$ cat src/rtl/mc_ctrl_fsm.sv
// mc_ctrl_fsm: main control FSM of the multi-cycle MIPS core.
// Sequences FETCH/DECODE/EXEC/MEM/WB over the shared datapath and unified memory.
// Inputs : clk, rst (async, active-high), opcode_i/funct_i (IR fields), zero_i (ALU flag),
//          mem_ready_i (memory completes the current access).
// Outputs: memory strobes (mem_req_o, mem_we_o, iord_o), datapath selects and enables,
//          alu_ctrl_o, pc_source_o, state_o, and event pulses instr_done_o/illegal_o/mem_err_o.
module mc_ctrl_fsm #(
    parameter int WAIT_MAX = 15
) (
    input  logic       clk,
    input  logic       rst,
    input  logic [5:0] opcode_i,
    input  logic [5:0] funct_i,
    input  logic       zero_i,
    input  logic       mem_ready_i,
    output logic       mem_req_o,
    output logic       mem_we_o,
    output logic       iord_o,
    output logic       ir_write_o,
    output logic       pc_write_o,
    output logic       reg_write_o,
    output logic [1:0] reg_dst_o,
    output logic [1:0] mem_to_reg_o,
    output logic [1:0] alu_src_a_o,
    output logic [1:0] alu_src_b_o,
    output logic       ext_op_o,
    output logic [2:0] alu_ctrl_o,
    output logic [1:0] pc_source_o,
    output logic [3:0] state_o,
    output logic       instr_done_o,
    output logic       illegal_o,
    output logic       mem_err_o
);
    typedef enum logic [3:0] {
        S_FETCH, S_DECODE, S_MEMADR, S_MEMRD, S_MEMWB, S_MEMWR, S_REXEC,
        S_RWB, S_BRANCH, S_IEXEC, S_IWB, S_JUMP, S_JR
    } state_t;
    localparam int CW = WAIT_MAX > 1 ? $clog2(WAIT_MAX) : 1;
    state_t state_q, state_d;
    logic [CW-1:0] wait_q;
    logic req, waiting, timeout, r_ok, dec_ok, is_shift;
    logic [2:0] r_alu;
    assign req      = state_q inside {S_FETCH, S_MEMRD, S_MEMWR};
    assign waiting  = req && !mem_ready_i;
    // Timeout fires on the WAIT_MAX-th consecutive unanswered cycle.
    assign timeout  = (WAIT_MAX != 0) && waiting && (wait_q == CW'(WAIT_MAX - 1));
    assign r_ok     = funct_i inside {6'h20, 6'h22, 6'h24, 6'h25, 6'h2A, 6'h00, 6'h02};
    assign is_shift = funct_i inside {6'h00, 6'h02};
    assign r_alu    = funct_i == 6'h22 ? 3'd1 : funct_i == 6'h24 ? 3'd2 : funct_i == 6'h25 ? 3'd3 :
                      funct_i == 6'h2A ? 3'd4 : funct_i == 6'h00 ? 3'd5 : funct_i == 6'h02 ? 3'd6 : 3'd0;
    assign dec_ok   = opcode_i == 6'h00 ? (r_ok || funct_i == 6'h08) :
                      opcode_i inside {6'h02, 6'h03, 6'h04, 6'h05, 6'h08, 6'h0A, 6'h0C, 6'h0D, 6'h0F, 6'h23, 6'h2B};
    assign state_o  = state_q;

    always_comb begin
        state_d = S_FETCH;
        case (state_q)
            S_FETCH:  state_d = mem_ready_i ? S_DECODE : S_FETCH;
            S_DECODE: state_d = !dec_ok ? S_FETCH :
                                opcode_i == 6'h00 ? (funct_i == 6'h08 ? S_JR : S_REXEC) :
                                opcode_i inside {6'h23, 6'h2B} ? S_MEMADR :
                                opcode_i inside {6'h04, 6'h05} ? S_BRANCH :
                                opcode_i inside {6'h02, 6'h03} ? S_JUMP : S_IEXEC;
            S_MEMADR: state_d = opcode_i == 6'h2B ? S_MEMWR : S_MEMRD;
            S_MEMRD:  state_d = mem_ready_i ? S_MEMWB : S_MEMRD;
            S_MEMWR:  state_d = mem_ready_i ? S_FETCH : S_MEMWR;
            S_REXEC:  state_d = S_RWB;
            S_IEXEC:  state_d = S_IWB;
            default:  state_d = S_FETCH;
        endcase
        if (timeout) state_d = S_FETCH;
    end

    always_ff @(posedge clk or posedge rst) begin
        if (rst) begin
            state_q <= S_FETCH;
            wait_q  <= '0;
        end else begin
            state_q <= state_d;
            wait_q  <= (state_d != state_q || timeout) ? '0 : waiting ? wait_q + CW'(1) : wait_q;
        end
    end

    always_comb begin
        mem_req_o    = req;
        mem_we_o     = 1'b0;
        iord_o       = 1'b0;
        ir_write_o   = 1'b0;
        pc_write_o   = 1'b0;
        reg_write_o  = 1'b0;
        reg_dst_o    = 2'd0;
        mem_to_reg_o = 2'd0;
        alu_src_a_o  = 2'd0;
        alu_src_b_o  = 2'd0;
        ext_op_o     = 1'b0;
        alu_ctrl_o   = 3'd0;
        pc_source_o  = 2'd0;
        case (state_q)
            S_FETCH: begin
                alu_src_b_o = 2'd1;
                ir_write_o  = mem_ready_i;
                pc_write_o  = mem_ready_i;
            end
            S_DECODE: begin
                alu_src_b_o = 2'd3;
                ext_op_o    = 1'b1;
            end
            S_MEMADR: begin
                alu_src_a_o = 2'd1;
                alu_src_b_o = 2'd2;
                ext_op_o    = 1'b1;
            end
            S_MEMRD: iord_o = 1'b1;
            S_MEMWB: begin
                reg_write_o  = 1'b1;
                mem_to_reg_o = 2'd1;
            end
            S_MEMWR: begin
                iord_o   = 1'b1;
                mem_we_o = 1'b1;
            end
            S_REXEC: begin
                alu_src_a_o = is_shift ? 2'd2 : 2'd1;
                alu_ctrl_o  = r_alu;
            end
            S_RWB: begin
                reg_write_o = 1'b1;
                reg_dst_o   = 2'd1;
            end
            S_BRANCH: begin
                alu_src_a_o = 2'd1;
                alu_ctrl_o  = 3'd1;
                pc_source_o = 2'd1;
                pc_write_o  = opcode_i == 6'h04 ? zero_i : !zero_i;
            end
            S_IEXEC: begin
                alu_src_a_o = 2'd1;
                alu_src_b_o = 2'd2;
                ext_op_o    = opcode_i inside {6'h08, 6'h0A};
                alu_ctrl_o  = opcode_i == 6'h0A ? 3'd4 : opcode_i == 6'h0C ? 3'd2 :
                              opcode_i == 6'h0D ? 3'd3 : opcode_i == 6'h0F ? 3'd7 : 3'd0;
            end
            S_IWB: reg_write_o = 1'b1;
            S_JUMP: begin
                pc_write_o   = 1'b1;
                pc_source_o  = 2'd2;
                reg_write_o  = opcode_i == 6'h03;
                reg_dst_o    = opcode_i == 6'h03 ? 2'd2 : 2'd0;
                mem_to_reg_o = opcode_i == 6'h03 ? 2'd2 : 2'd0;
            end
            S_JR: begin
                pc_write_o  = 1'b1;
                pc_source_o = 2'd3;
            end
            default: ;
        endcase
        // Write strobes must drop the instant reset asserts, independent of the clock.
        if (rst) begin
            ir_write_o  = 1'b0;
            pc_write_o  = 1'b0;
            reg_write_o = 1'b0;
            mem_we_o    = 1'b0;
        end
    end

    assign illegal_o    = !rst && state_q == S_DECODE && !dec_ok;
    assign mem_err_o    = !rst && timeout;
    assign instr_done_o = !rst && (state_q inside {S_MEMWB, S_RWB, S_BRANCH, S_IWB, S_JUMP, S_JR} ||
                                   (state_q == S_MEMWR && mem_ready_i));
endmodule

$ cat config.mk
export PLATFORM = sky130hd
export DESIGN_NAME = mc_ctrl_fsm
export DESIGN_NICKNAME = d
export VERILOG_FILES = /design/src/rtl/mc_ctrl_fsm.sv
export SDC_FILE = /design/constraint.sdc
export NUM_CORES = 1
export LEC_CHECK = 0
export ABC_AREA = 1
export CAP_MARGIN = 10
export CORE_AREA = 2 2 45 67
export DETAILED_ROUTE_END_ITERATION = 10
export DIE_AREA = 0 0 47 69
export PLACE_DENSITY = 0.78
export SLEW_MARGIN = 10
export SYNTH_ARGS = -nofsm -noshare
export SYNTH_HDL_FRONTEND = slang
export SYNTH_SLANG_ARGS = --single-unit
$ cat constraint.sdc
create_clock -name clk -period 2.3 [get_ports clk]
set_input_delay 0.46 -clock clk [delete_from_list [all_inputs] [get_ports clk]]
set_output_delay 0.46 -clock clk [all_outputs]
set_load 0.02 [all_outputs]
# Yosys cells after proc, flatten, opt, wreduce, memory -nomap -nowiden
# Cells that the tools add are included.
[totals]
ff_bits = 8
input_bits = 16
out_inout_bits = 27
elab_cells = 112
[classes]
addsub = 1
eq_ne = 32
muxes = 44
reduce_logical = 33
[op_table]
columns = ["cell", "count"]
rows = [
  ["$eq 6x6->1 const B", 7],
  ["$mux 3", 13],
  ["$eq 6x4->1 const B", 6],
  ["$mux 4", 7],
  ["$pmux 4 s7", 1],
  ["$eq 4x4->1 const B", 6],
  ["$eq 6x2->1 const B", 3],
  ["$eq 4x3->1 const B", 4],
  ["$eq 6x3->1 const B", 2],
  ["$logic_not 6->1", 2],
  ["$pmux 2 s2", 3],
  ["$pmux 2 s3", 2],
  ["$reduce_bool 2->1", 6],
  ["$reduce_bool 11->1", 1],
  ["$mux 1", 10],
  ["$pmux 3 s3", 1],
  ["$eq 4x2->1 const B", 2],
  ["$mux 2", 4],
  ["$reduce_or 2->1", 4],
  ["$logic_and 1x1->1", 7],
  ["$reduce_bool 7->1", 1],
  ["$reduce_bool 6->1", 1],
  ["$reduce_or 3->1", 2],
  ["$add 4x1->4 const B", 1],
  ["other kinds (8)", 14],
]

# Logic depth before layout (Yosys ltp)
[logic_depth]
word_depth = 12
depth_mapped = 15

# Worst setup path after synthesis
# No wires, ideal clock.
[synth_path]
kind = "register -> output"
startpoint = "register state_q[1], in the netlist state_o[1]"
endpoint = "output reg_write_o"
arrival_time_ns = 1.954
required_time_ns = 1.840
setup_slack_ns = -0.114
path_stages_with_launch = 6
n_path_buf = 1
path_cell_list = "dfrtp_1 -> buf_4 -> nand2_1 -> nor4_1 -> nor2_1 -> nor2_1"
[synth_via]
elab_chain_len = 4
[synth_rtl]
columns = ["item", "line", "text"]
rows = [
  ["from (decl)", "39", "state_t state_q, state_d;"],
  ["from (signal assigned)", "79", "state_q <= state_d;"],
  ["$eq 4x3->1 or $eq 4x4->1 (tied branches)", "98", "case (state_q)"],
  ["$reduce_or 3->1 (no line)", "n/a", ""],
  ["$pmux 1 s2 (*)", "98", ""],
  ["$mux 1 (*)", "158", "if (rst) begin"],
  ["to (decl)", "21", "output logic reg_write_o,"],
]
# Mark *: on every way between the ends. The rest lies on a longest branch, timed or not.

# Worst setup path in the final report
[layout_path]
startpoint = "register state_q[1], in the netlist state_o[1]"
endpoint = "output mem_to_reg_o[0]"
[layout_via]
elab_chain_len = 2
[layout_rtl]
columns = ["item", "line", "text"]
rows = [
  ["$eq 4x4->1 or $eq 4x3->1 (tied branches)", "98", ""],
  ["$pmux 2 s2 (*)", "98", ""],
  ["to (decl)", "23", "output logic [1:0] mem_to_reg_o,"],
]
# Marked as above.

==> reports/results.ini <==
[setup_path]
worstPathArrival_ns = 1.76
criticalPathCategory = reg -> out
critPathRequiredTime_ns = 1.84
slowest_delay_ns = 0.59
start_kind = flop
crit_top_cell = nor2_1
path_delay_family = buffers and inverters
critPathLaunch = state_o[1]
cp-end-kind = primary output
critPathMaxFanout = 5
r2r_start = state_o[2]
critPathBufInv = 3
crit_chain = nor2_1 > inv_1 > nor2_1 > buf_4 > clkdlybuf4s50_1
critPathSlowestCell = clkdlybuf4s50_1

[floorplanning]
die_y_um = 69
fp.dieArea_sq_um = 3243
io_pins = 43
num_rows = 23
start_util_pct = 42.06
coreArea_sq_um = 2648
die-width_um = 47

[global_routing]
grt_pass1_wl_mm = 5.802
grt_start_max_net_pins = 9
grt-ovfl-total = 0
grt_usage_pct = 22.77
grt_pass1_vias = 1456
antenna_found_initial = 0

[power_and_ir_drop]
p_comb_share_pct = 75.5
p_sw_share_pct = 49.18
ir_drop_uv = 830.6
power_mw = 1.640
p_leak_nw = 1.140
seqPwrFrac_pct = 14.7
p_switching_mw = 0.8065
p_per_area_nw_per_um2 = 839.6
power_frac_clock_pct = 9.8
p_int_mw = 0.8334

[final_layout]
final_cell_area_sq_um = 1953
nets = 308
drive_above_1_share_pct = 30.21
fill_cells = 242
diodes = 0
syn2layout_area_growth_pct = 75.39

[clock_network]
clockRootBuffer = clkbuf_8
clk_latency_ns = 0.22
hold_buffers = 0
cts_num_sinks = 8
clkTransAtPathRegs_ns = 0.04
clockBufferDepth = 2
numCtsBuffers = 3
cts_max_level = 1
cts_tree = built

[sta]
setup_tns_ns = 0
timing.final.ws_setup_ns = 0.07953
max_freq_ghz = 0.4504
fin_crit_sh_pct = 96.54
fin_crit_ns = 2.220
worst_pin_slew_ns = 0.3317
skew_ns = 0.002513
drv_slew = 0
slew-limit-headroom_pct = 77.82
setup_viol = 0
whs_ns = 0.4896
hold_viol_final = 0

[yosys]
syn_area_sq_um = 1114
netlist_top_cells_area = dfrtp_1 (18%), nand2_1 (17%), nor2_1 (16%)
synth-seq-cells = 8
syn_nets = 225
synth-edff-count = 0
synth_commonest_cells = nand2_1 (50), nor2_1 (47), inv_1 (27), nand3_1 (20)
synthFlopType = dfrtp_1
synth_area_per_cell_sq_um = 5.380
yosysMostFrequentCell = nand2_1
synth_warnings = 0
synthArstFlopShare_pct = 100.0
synth_cell_types = 27
synth_top_area_share_pct = 17.98
ys_seq_area_share_pct = 17.98
syn_inst = 207
synth_area_leader_cell = dfrtp_1

[placed_design]
port_buffers = 42
placed_area_sq_um = 1846
pre_cts_slack_ns = -0.5331
gp_congestion = 0.8937
dp_hpwl_mm = 2.832

[drt]
via_per_inst = 4.809
wire_per_inst_um = 11.15
via_count = 1563
dr.pass1.iters = 4
drtIter0Drc = 20
drtAntennaViolNets = 0
drt-total-wl_mm = 3.625
drc = 0

[min_path]
hp-class = reg -> reg
min_from = wait_q[0]

[run_status]
status = complete, no violations

[flow_run]
cap_violations = 0

[per-stage QoR]
stage	utilization [%]	cells
6_report	73.77	325
3_5_place_dp	69.71	320
3_3_place_gp	69.71	320
2_1_floorplan	-	207
4_1_cts	71.36	324
5_1_grt	73.77	325
[worst reg2reg max path, cell delays in order (launching register included)]
cell	delay, ns
dfrtp_2	0.44
inv_1	0.08
nand2_1	0.09
buf_4	0.17
nor2_2	0.16
inv_2	0.07
buf_4	0.14
nand2_1	0.06
a211oi_2	0.04
nand2_1	0.07
nand2_1	0.08
a21oi_1	0.18
nand3_2	0.14
nor2_1	0.14
[power by group through the flow]
stage / combinational (mW) / clock (mW) / sequential (mW)
floorplan: 0.651 / 0 / 0.263
global placement: 1.22 / 0 / 0.238
detailed placement: 1.23 / 0 / 0.240
CTS: 1.21 / 0.167 / 0.240
global route: 1.36 / 0.171 / 0.248
finish: 1.24 / 0.161 / 0.241
[area by class of cell]
cell class	instances	area (sq um)	area share, %
clock buffer	3	41.29	2.114
inverter	34	127.6	6.534
multi-input combinational	162	830.8	42.54
sequential	8	201.4	10.31
tap	37	46.29	2.370
timing repair buffer	81	705.7	36.13
[layout by cell type (no fill, tap or decap)]
master and instances:
clkdlybuf4s50_1 12, o211ai_1 1, nand3b_2 1, nor3_1 4
o21ai_0 8, inv_1 27, nor4_4 1, a21boi_0 2
nand4_1 4, a211oi_2 1, buf_4 39, ha_1 2
clkdlybuf4s15_1 2, o21ai_1 1, clkbuf_2 1, inv_2 7
nor2_4 2, nand2_2 3, nor3_2 1, dfrtp_2 1
nand3_2 3, a21oi_1 6, xnor2_1 1, nand3_1 18
nor4_2 1, xor2_1 1, buf_2 4, clkbuf_8 3
nand2_1 48, nor2_2 14, clkdlybuf4s15_2 4, dlygate4sd2_1 9
dlymetal6s2s_1 9, nor2_1 38, dfrtp_1 7, buf_6 1
a31oi_1 1
[per-layer routing]
| metal | GRT usage, % | vias up | part of all wire (%) |
|---|---|---|---|
| li1 | - | 816 | - |
| met1 | 26.14 | 707 | 38 |
| met3 | 0 | 0 | 3.3 |
| met2 | 43.07 | 40 | 58 |
| met5 | 0 | - | 0 |
| met4 | 5.556 | 0 | 0 |
[flip-flops by register name, summed over array words and instances, names as in the netlist]
signal,cells
wait_q,4
state_o,4
[path summary, 6_finish.rpt]
kind | endpoint | slack (ns) | cells after the start
max | mem_to_reg_o[0] | 0.08 | 5
min | wait_q[0] | 0.49 | 1
max reg2reg | wait_q[1] | 0.36 | 13
min reg2reg | wait_q[0] | 0.49 | 1
max in group asynchronous | state_o[2] | 1.32 | 2
min in group asynchronous | state_o[1] | 0.74 | 2
[logic make-up after synthesis]
group           Yosys count  share of synthesized area [%]
compound gates           20                          10.45
simple gates            138                          54.61
buf+inv                  37                          13.15
flops                     8                          17.98
xor+xnor                  2                          1.573
fa+ha+maj                 2                          2.247
[repair_timing]
action                                  in CTS  in global routing
resized for setup                           57                 22
pin swaps                                    3                  3
buffers inserted                             1                  1
endpoints found under the hold margin        0                  0
endpoints found under the setup margin      17                 18
No activity file was read; power rests on OpenSTA's default activity.
